[config.mk]
export PLATFORM = sky130hd
export DESIGN_NAME = hex_display_scan_ctrl
export DESIGN_NICKNAME = d
export VERILOG_FILES = /design/src/rtl/hex_display_scan_ctrl.sv
export SDC_FILE = /design/constraint.sdc
export NUM_CORES = 1
export LEC_CHECK = 0
export ABC_AREA = 1
export BUFFER_PORTS_ARGS = -buffer_cell sky130_fd_sc_hd__buf_4
export CORE_AREA = 4 4 125 127
export CTS_CLUSTER_DIAMETER = 200
export CTS_CLUSTER_SIZE = 10
export DETAILED_ROUTE_END_ITERATION = 10
export DIE_AREA = 0 0 129 131
export PLACE_DENSITY = 0.74
export RECOVER_POWER = 50
export SKIP_LAST_GASP = 1
export SYNTH_ARGS = -nofsm -noshare
export SYNTH_HDL_FRONTEND = slang
export SYNTH_SLANG_ARGS = --single-unit
export TNS_END_PERCENT = 100
[constraint.sdc]
create_clock -name clk -period 2.25 [get_ports clk]
set_input_delay 0.1125 -clock clk [delete_from_list [all_inputs] [get_ports clk]]
set_output_delay 0.1125 -clock clk [all_outputs]
set_load 0.01 [all_outputs]
[src/rtl/hex_display_scan_ctrl.sv]
// hex_to_7seg: combinational hex-to-seven-segment decoder, active-low.
//   digit : 4-bit hex value
//   seg   : segments, seg[0]=a .. seg[6]=g, 0 = lit
//
// hex_display_scan_ctrl: shares one hex_to_7seg among NUM_DIGITS digits.
// A load strobe captures a multi-digit value; the digits are scanned from
// the most significant down, one per clock, applying leading-zero blanking
// and an optional minus sign. The full set of patterns is then committed
// at once to the registered display, with an optional blink mask on top.
//   clk      : system clock
//   reset    : synchronous, active-high
//   load     : one-cycle request, accepted only while busy=0
//   value    : hex digits, digit i = value[4i+3:4i], digit 0 rightmost
//   neg      : show minus in the top digit (its nibble is ignored)
//   blank_lz : enable leading-zero blanking
//   blink_en : blink the whole display
//   busy     : scan/commit in progress, load ignored
//   done     : one-cycle pulse in the commit cycle
//   hex_out  : digit i at [7i+6:7i], bit order g..a, active-low

module hex_to_7seg (
  input  logic [3:0] digit,
  output logic [6:0] seg
);
  always_comb begin
    seg = 7'h7F;
    case (digit)
      4'h0: seg = 7'h40;
      4'h1: seg = 7'h79;
      4'h2: seg = 7'h24;
      4'h3: seg = 7'h30;
      4'h4: seg = 7'h19;
      4'h5: seg = 7'h12;
      4'h6: seg = 7'h02;
      4'h7: seg = 7'h78;
      4'h8: seg = 7'h00;
      4'h9: seg = 7'h10;
      4'hA: seg = 7'h08;
      4'hB: seg = 7'h03;
      4'hC: seg = 7'h46;
      4'hD: seg = 7'h21;
      4'hE: seg = 7'h06;
      4'hF: seg = 7'h0E;
      default: seg = 7'h7F;
    endcase
  end
endmodule

module hex_display_scan_ctrl #(
  parameter int unsigned NUM_DIGITS = 6,
  parameter int unsigned BLINK_DIV  = 25000000
) (
  input  logic                      clk,
  input  logic                      reset,
  input  logic                      load,
  input  logic [4*NUM_DIGITS-1:0]   value,
  input  logic                      neg,
  input  logic                      blank_lz,
  input  logic                      blink_en,
  output logic                      busy,
  output logic                      done,
  output logic [7*NUM_DIGITS-1:0]   hex_out
);
  localparam int unsigned IDX_W = $clog2(NUM_DIGITS);
  localparam int unsigned CNT_W = $clog2(BLINK_DIV);
  localparam logic [IDX_W-1:0] LAST = IDX_W'(NUM_DIGITS - 1);

  typedef enum logic [1:0] {IDLE, SCAN, COMMIT} state_t;
  state_t state, state_nx;

  logic [4*NUM_DIGITS-1:0] sh_value;
  logic                    sh_neg;
  logic                    sh_blz;
  logic [IDX_W-1:0]        idx;
  logic                    seen_nz;
  logic [6:0]              staging [NUM_DIGITS];
  logic [6:0]              display [NUM_DIGITS];
  logic [CNT_W-1:0]        blink_cnt;
  logic                    phase;

  logic [3:0] nibble;
  logic [6:0] dec_seg;
  logic [6:0] pattern;
  logic       mark_nz;

  // Compare-based select keeps non-power-of-two digit counts in range.
  always_comb begin
    nibble = '0;
    for (int unsigned i = 0; i < NUM_DIGITS; i++) begin
      if (idx == IDX_W'(i)) nibble = sh_value[4*i +: 4];
    end
  end

  hex_to_7seg u_dec (
    .digit (nibble),
    .seg   (dec_seg)
  );

  // Minus does not count as a significant digit, so zeros after it blank.
  always_comb begin
    pattern = dec_seg;
    mark_nz = 1'b1;
    if (sh_neg && idx == LAST) begin
      pattern = 7'h3F;
      mark_nz = 1'b0;
    end else if (sh_blz && !seen_nz && nibble == 4'h0 && idx != '0) begin
      pattern = 7'h7F;
      mark_nz = 1'b0;
    end
  end

  always_ff @(posedge clk) begin
    if (reset) state <= IDLE;
    else       state <= state_nx;
  end

  always_comb begin
    state_nx = state;
    busy     = 1'b0;
    done     = 1'b0;
    case (state)
      IDLE: begin
        if (load) state_nx = SCAN;
      end
      SCAN: begin
        busy = 1'b1;
        if (idx == '0) state_nx = COMMIT;
      end
      COMMIT: begin
        busy     = 1'b1;
        done     = 1'b1;
        state_nx = IDLE;
      end
      default: state_nx = IDLE;
    endcase
  end

  always_ff @(posedge clk) begin
    if (reset) begin
      sh_value <= '0;
      sh_neg   <= 1'b0;
      sh_blz   <= 1'b0;
      idx      <= '0;
      seen_nz  <= 1'b0;
      for (int unsigned i = 0; i < NUM_DIGITS; i++) begin
        staging[i] <= '1;
        display[i] <= '1;
      end
    end else begin
      case (state)
        IDLE: begin
          if (load) begin
            sh_value <= value;
            sh_neg   <= neg;
            sh_blz   <= blank_lz;
            idx      <= LAST;
            seen_nz  <= 1'b0;
          end
        end
        SCAN: begin
          for (int unsigned i = 0; i < NUM_DIGITS; i++) begin
            if (idx == IDX_W'(i)) staging[i] <= pattern;
          end
          if (mark_nz) seen_nz <= 1'b1;
          if (idx != '0) idx <= idx - IDX_W'(1);
        end
        COMMIT: begin
          for (int unsigned i = 0; i < NUM_DIGITS; i++) begin
            display[i] <= staging[i];
          end
        end
        default: ;
      endcase
    end
  end

  always_ff @(posedge clk) begin
    if (reset) begin
      blink_cnt <= '0;
      phase     <= 1'b0;
    end else if (blink_cnt == CNT_W'(BLINK_DIV - 1)) begin
      blink_cnt <= '0;
      phase     <= ~phase;
    end else begin
      blink_cnt <= blink_cnt + CNT_W'(1);
    end
  end

  always_comb begin
    hex_out = '1;
    for (int unsigned i = 0; i < NUM_DIGITS; i++) begin
      hex_out[7*i +: 7] = display[i] | {7{blink_en & phase}};
    end
  end
endmodule

Word level (Yosys, flattened, before mapping)
Memory sizes are Yosys's and may differ from the RTL's.
Index checks and enable logic that the tools add are counted.
- memories kept: 3
- ROM bits: 112
- logic and storage cells: 122
- input bits: 30
- memory bits (writable): 84
- register bits after elaboration: 58
- output and inout port bits: 44
- memories (name ; words ; bits a word ; read ports ; clocked after Yosys merged registers in ; wr ports ; RTL line ; source):
    (name not given) ; 16 ; 7 ; 1 ; 0 ; 0 ; 27 ; case (digit)
    display ; 6 ; 7 ; 6 ; 0 ; 6 ; 77 ; logic [6:0] display [NUM_DIGITS];
    staging ; 6 ; 7 ; 6 ; 0 ; 6 ; 76 ; logic [6:0] staging [NUM_DIGITS];
- muxes and demuxes: 61
- bitwise gates (word level): 20
- reductions and logical operators: 16
- $add $sub $neg: 2
- equal/unequal tests: 12
- operator list (kind ; number):
    $mux 7 ; 14
    $or 7x7->7 ; 6
    $mux 1 ; 34
    $add 25x1->25 const B ; 1
    $eq 25x25->1 const B ; 1
    $mux 4 ; 6
    $or 1x1->1 ; 12
    $ne 2x2->1 const B ; 4
    $eq 3x2->1 const B ; 2
    $eq 3x3->1 const B ; 2
    $mux 3 ; 2
    $pmux 3 s2 ; 1
    $reduce_and 3->1 ; 2
    $logic_and 1x1->1 ; 4
    $logic_not 4->1 ; 1
    $mux 2 ; 2
    $pmux 2 s2 ; 1
    $reduce_and 2->1 ; 2
    $reduce_or 2->1 ; 2
    $eq 3x1->1 const B ; 1
    $logic_not 3->1 ; 1
    $reduce_bool 3->1 ; 1
    $sub 3x1->3 const B ; 1
    $eq 2x1->1 const B ; 1
    7 further kinds ; 7

Longest topological paths before layout
- depth after elaboration: 14
- mapped depth: 19
- gate-level depth less buffers: 19

Cells and area by module
From an unflattened synthesis, not the netlist that was laid out.
- cell total of the unflattened synthesis: 804
- area, all modules: 6795.3 um2
- by module, submodules not included (module ; area each (um2) ; times used ; cells an instance):
    hex_display_scan_ctrl ; 6521.3 ; 1 ; 755
    hex_to_7seg ; 274.0 ; 1 ; 49

Worst setup path before layout
Ideal clock, no wire load.
- kind: register to register
- from: reg idx[0]
- to: mem staging[1][0], data pin
- stages on the path, launching flop included: 20
- arrival time: 2.109 ns
- period minus slack after synthesis: 2.387 ns
- path slack: -0.137 ns
- cell sequence: dfxtp_1 -> inv_1 -> ha_1 -> inv_1 -> nor2_4 -> nand3_1 -> nand2_1 -> nand2_1 -> nand2_1 -> nand2_1 -> nand2_1 -> nand2_1 -> ha_1 -> nand3_1 -> nor2_1 -> nand3_2 -> nand2_2 -> a21oi_2 -> buf_4 -> nand3_1
- RTL lines (what ; RTL line ; source):
    start: declaration ; 74 ; logic [IDX_W-1:0] idx;
    start signal: assignment ; 165 ; if (idx != '0) idx <= idx - IDX_W'(1);
    end: declaration ; 76 ;

==> key figures <==
Floorplanning
  – I/O pins: 74
  – Initial core utilization: 46.2%
  – Die height: 131 um
  – Row cnt: 44
  – Core footprint: 0.0144 mm^2
  – Die X: 129 um
  – Die area: 0.0169 mm^2

CTS
  – TritonCTS buffer count: 17
  – TritonCTS clock tree: built
  – H-tree Lvls: 4
  – Clock root buffer master: clkbuf_16
  – CTS max path bufs: 2
  – Clk slew on worst S/H paths: 70 ps
  – CTS sink cnt: 142
  – Worst-Skew Late Latency: 420 ps

Worst setup path
  – Crit path largest cell delay: 380 ps
  – Reg2Reg Setup Slack: -110 ps
  – CP required: 2410 ps
  – Crit-path cells: inv_4 -> ha_4 -> buf_4 -> nand2_2 -> inv_2 -> nand2_1 -> nand4_1 -> nand2_2 -> inv_2 -> ha_4 -> or2_1 -> nand2_1 -> nor2_2 -> nor2_4 -> nand3_1
  – Worst-path maximum fanout: 6
  – Setup crit end kind: flop
  – Critical Path AT: 2530 ps
  – Max stage delay cell, worst path: dfxtp_4
  – Critical path type: flop to flop
  – Critical Path Source Type: flop

STA
  – Slew of the pin with the lowest slew margin: 1000 ps
  – Fin crit share: 105%
  – RSZ-0062 raised after global routing: yes
  – Final setup fails: 40
  – Crit path time final: 2360 ps
  – Final Hold Fails: 0
  – Final worst slack: -112 ps
  – Clock skew: 7.85 ps
  – Relative slew slack: 33.2%
  – Slew Limit Fails: 0
  – FMAX: 423 MHz

Routing
  – DR WL/cell: 12.4 um
  – DR iter-0 viols: 266
  – 1st-pass router iterations: 4
  – Total Wirelength: 14100 um
  – Final antenna-violating net count: 0
  – # DRC: 0
  – Via count: 5370
  – Via density: 4.73

Synthesis
  – Mapped Area: 0.00666 mm^2
  – Synthesized instance count: 782
  – Yosys warns: 0
  – Asr flop ratio synth: 0%
  – Top_reg_cell synth: edfxtp_1
  – #FFs+latches synth: 142
  – Syn avg cell area: 8.52 um^2
  – Post-Syn Nets: 829
  – Post-synth EDFFs: 84
  – Post-synthesis sequential area ratio: 55.3%
  – Synth cell types: 40

Power and ir drop
  – Pleak: 3.67 nW
  – Gate power share: 41.2%
  – Net Sw Frac: 38.0%
  – Clock network power share: 26.5%
  – VDD IR max: 0.611 mV
  – Net Switching: 0.00375 W
  – Internal power: 0.00612 W
  – Pwr dens: 1130 mW/mm^2
  – Sequential power share: 32.3%
  – Design Power: 0.00986 W

Global routing
  – Largest net degree at the start of global routing: 43
  – GRT overflow: 0
  – Vias in the first global route: 5040
  – First-pass GRT wire length: 23200 um
  – Initial antenna violation count: 0
  – Gr usage total: 17.4%

Layout
  – Layout Cells excl Fill: 1135
  – N_diodes: 0
  – Fraction of layout cells with a size suffix above 1: 20.9%
  – Area growth from synthesis to layout: 31.1%
  – Nets: 985

Place
  – Inst Count DP: 1065
  – Gpl congestion: 0.867
  – HPWL after DPL: 9540 um
  – Port bufs: 73
  – Pre-CTS WS: -147 ps

Run
  – Maxcap violations: 0

Hold path
  – Worst hold path class: input port to flop

Status
  – Failing checks: negative setup slack
  – Status: complete, but fails checks
[worst max-delay path, delay by kind of cell, from the launching register on]
kind	cells	cell delay [ps]
buf+inv	4	310
simple gates	9	1120
fa+ha+maj	2	310
flops	1	380
[Yosys cell counts (5+ instances only)]
cell type  number  area [um^2]
or2_2           7         43.8
xor2_1          6         52.6
nor2_1         79          297
inv_2           8         30.0
nand2_2         5         31.3
o21ai_0        42          210
dfxtp_1        58         1160
nand3_1        48          240
nor3_1         20          100
edfxtp_1       84         2520
a21oi_1        21          105
ha_1           17          213
clkbuf_1       18         67.6
nor2_2          5         31.3
nand4_1        17          106
inv_1         133          499
nand2_1       180          676
[cell type report]
type | instances | area, um^2
Timing Repair Buffer | 160 | 1160
Clock inverter | 14 | 126
Multi-Input combinational cell | 474 | 2550
Sequential cell | 142 | 3690
Tap cell | 184 | 230
Fill cell | 1267 | 5690
Clock buffer | 18 | 429
Inverter | 143 | 549
[final timing paths]
path | depth (start not counted) | start | endpoint
max | 15 | idx[0] | staging[1][0]
min reg2reg | 1 | blink_cnt[0] | blink_cnt[0]
max reg2reg | 15 | idx[0] | staging[1][0]
min | 4 | load | seen_nz
[placed cells by master (no fill, tap or decap), types with 19 or more instances in the layout]
cell	Yosys	final
dlygate4sd3_1	0	27
nor3_1	20	19
a21oi_1	21	21
clkbuf_1	18	45
inv_1	133	129
buf_4	1	76
nand2_1	180	170
o21ai_0	42	42
nand3_1	48	31
dfxtp_1	58	56
nor2_1	79	74
edfxtp_1	84	84
[cells by family after synthesis]
logic type / Yosys count / synth area share [%]
buf+inv: 166 / 9.74
compound gates: 73 / 5.91
mux: 1 / 0.150
xor+xnor: 7 / 0.920
simple gates: 376 / 24.8
fa+ha+maj: 17 / 3.19
flops: 142 / 55.3
[power by group through the flow]
stage | Combinational (W) | Sequential (W) | Clock (W)
floorplan | 0.00215 | 0.00319 | 0
global placement | 0.00330 | 0.00322 | 0
global route | 0.00447 | 0.00321 | 0.00282
detailed placement | 0.00340 | 0.00323 | 0
finish | 0.00406 | 0.00319 | 0.00261
CTS | 0.00374 | 0.00318 | 0.00267
[per-layer routing]
layer  GRT usage [%]  share of wire, %  routed length (um)
met3            3.74               5.3                 752
met1            22.0                44                6260
met5               0                 0                   0
met4            7.97               2.3                 326
met2            28.6                48                6730
[sequential cells by signal (all words and copies together) (netlist names)]
register   count
blink_cnt     25
staging       42
sh_value      24
sh_neg         1
seen_nz        1
sh_blz         1
state          2
display       42
phase          1
idx            3
[what timing repair did]
action                                 in CTS  in global routing
endpoints found under the hold margin      30                  0
resized for setup                          17                 29
pin swaps                                  12                 21
setup endpoints to repair                  42                 43
cloned                                      1                  0
buffers inserted                            7                  6
hold buffers                               27                  0
[metrics by stage]
stage | TNS [ps] | hold WS (ps) | area [um^2] | util, %
floorplan | 0 | 279 | 6730 | -
global placement | -558 | 366 | 7820 | 54.2
detailed placement | -3490 | 370 | 7820 | 54.2
CTS | -2000 | 110 | 8790 | 60.9
global route | -9180 | 139 | 8740 | 60.6
finish | -2250 | 120 | 8740 | 60.6
(Power assumes the default switching activity.)
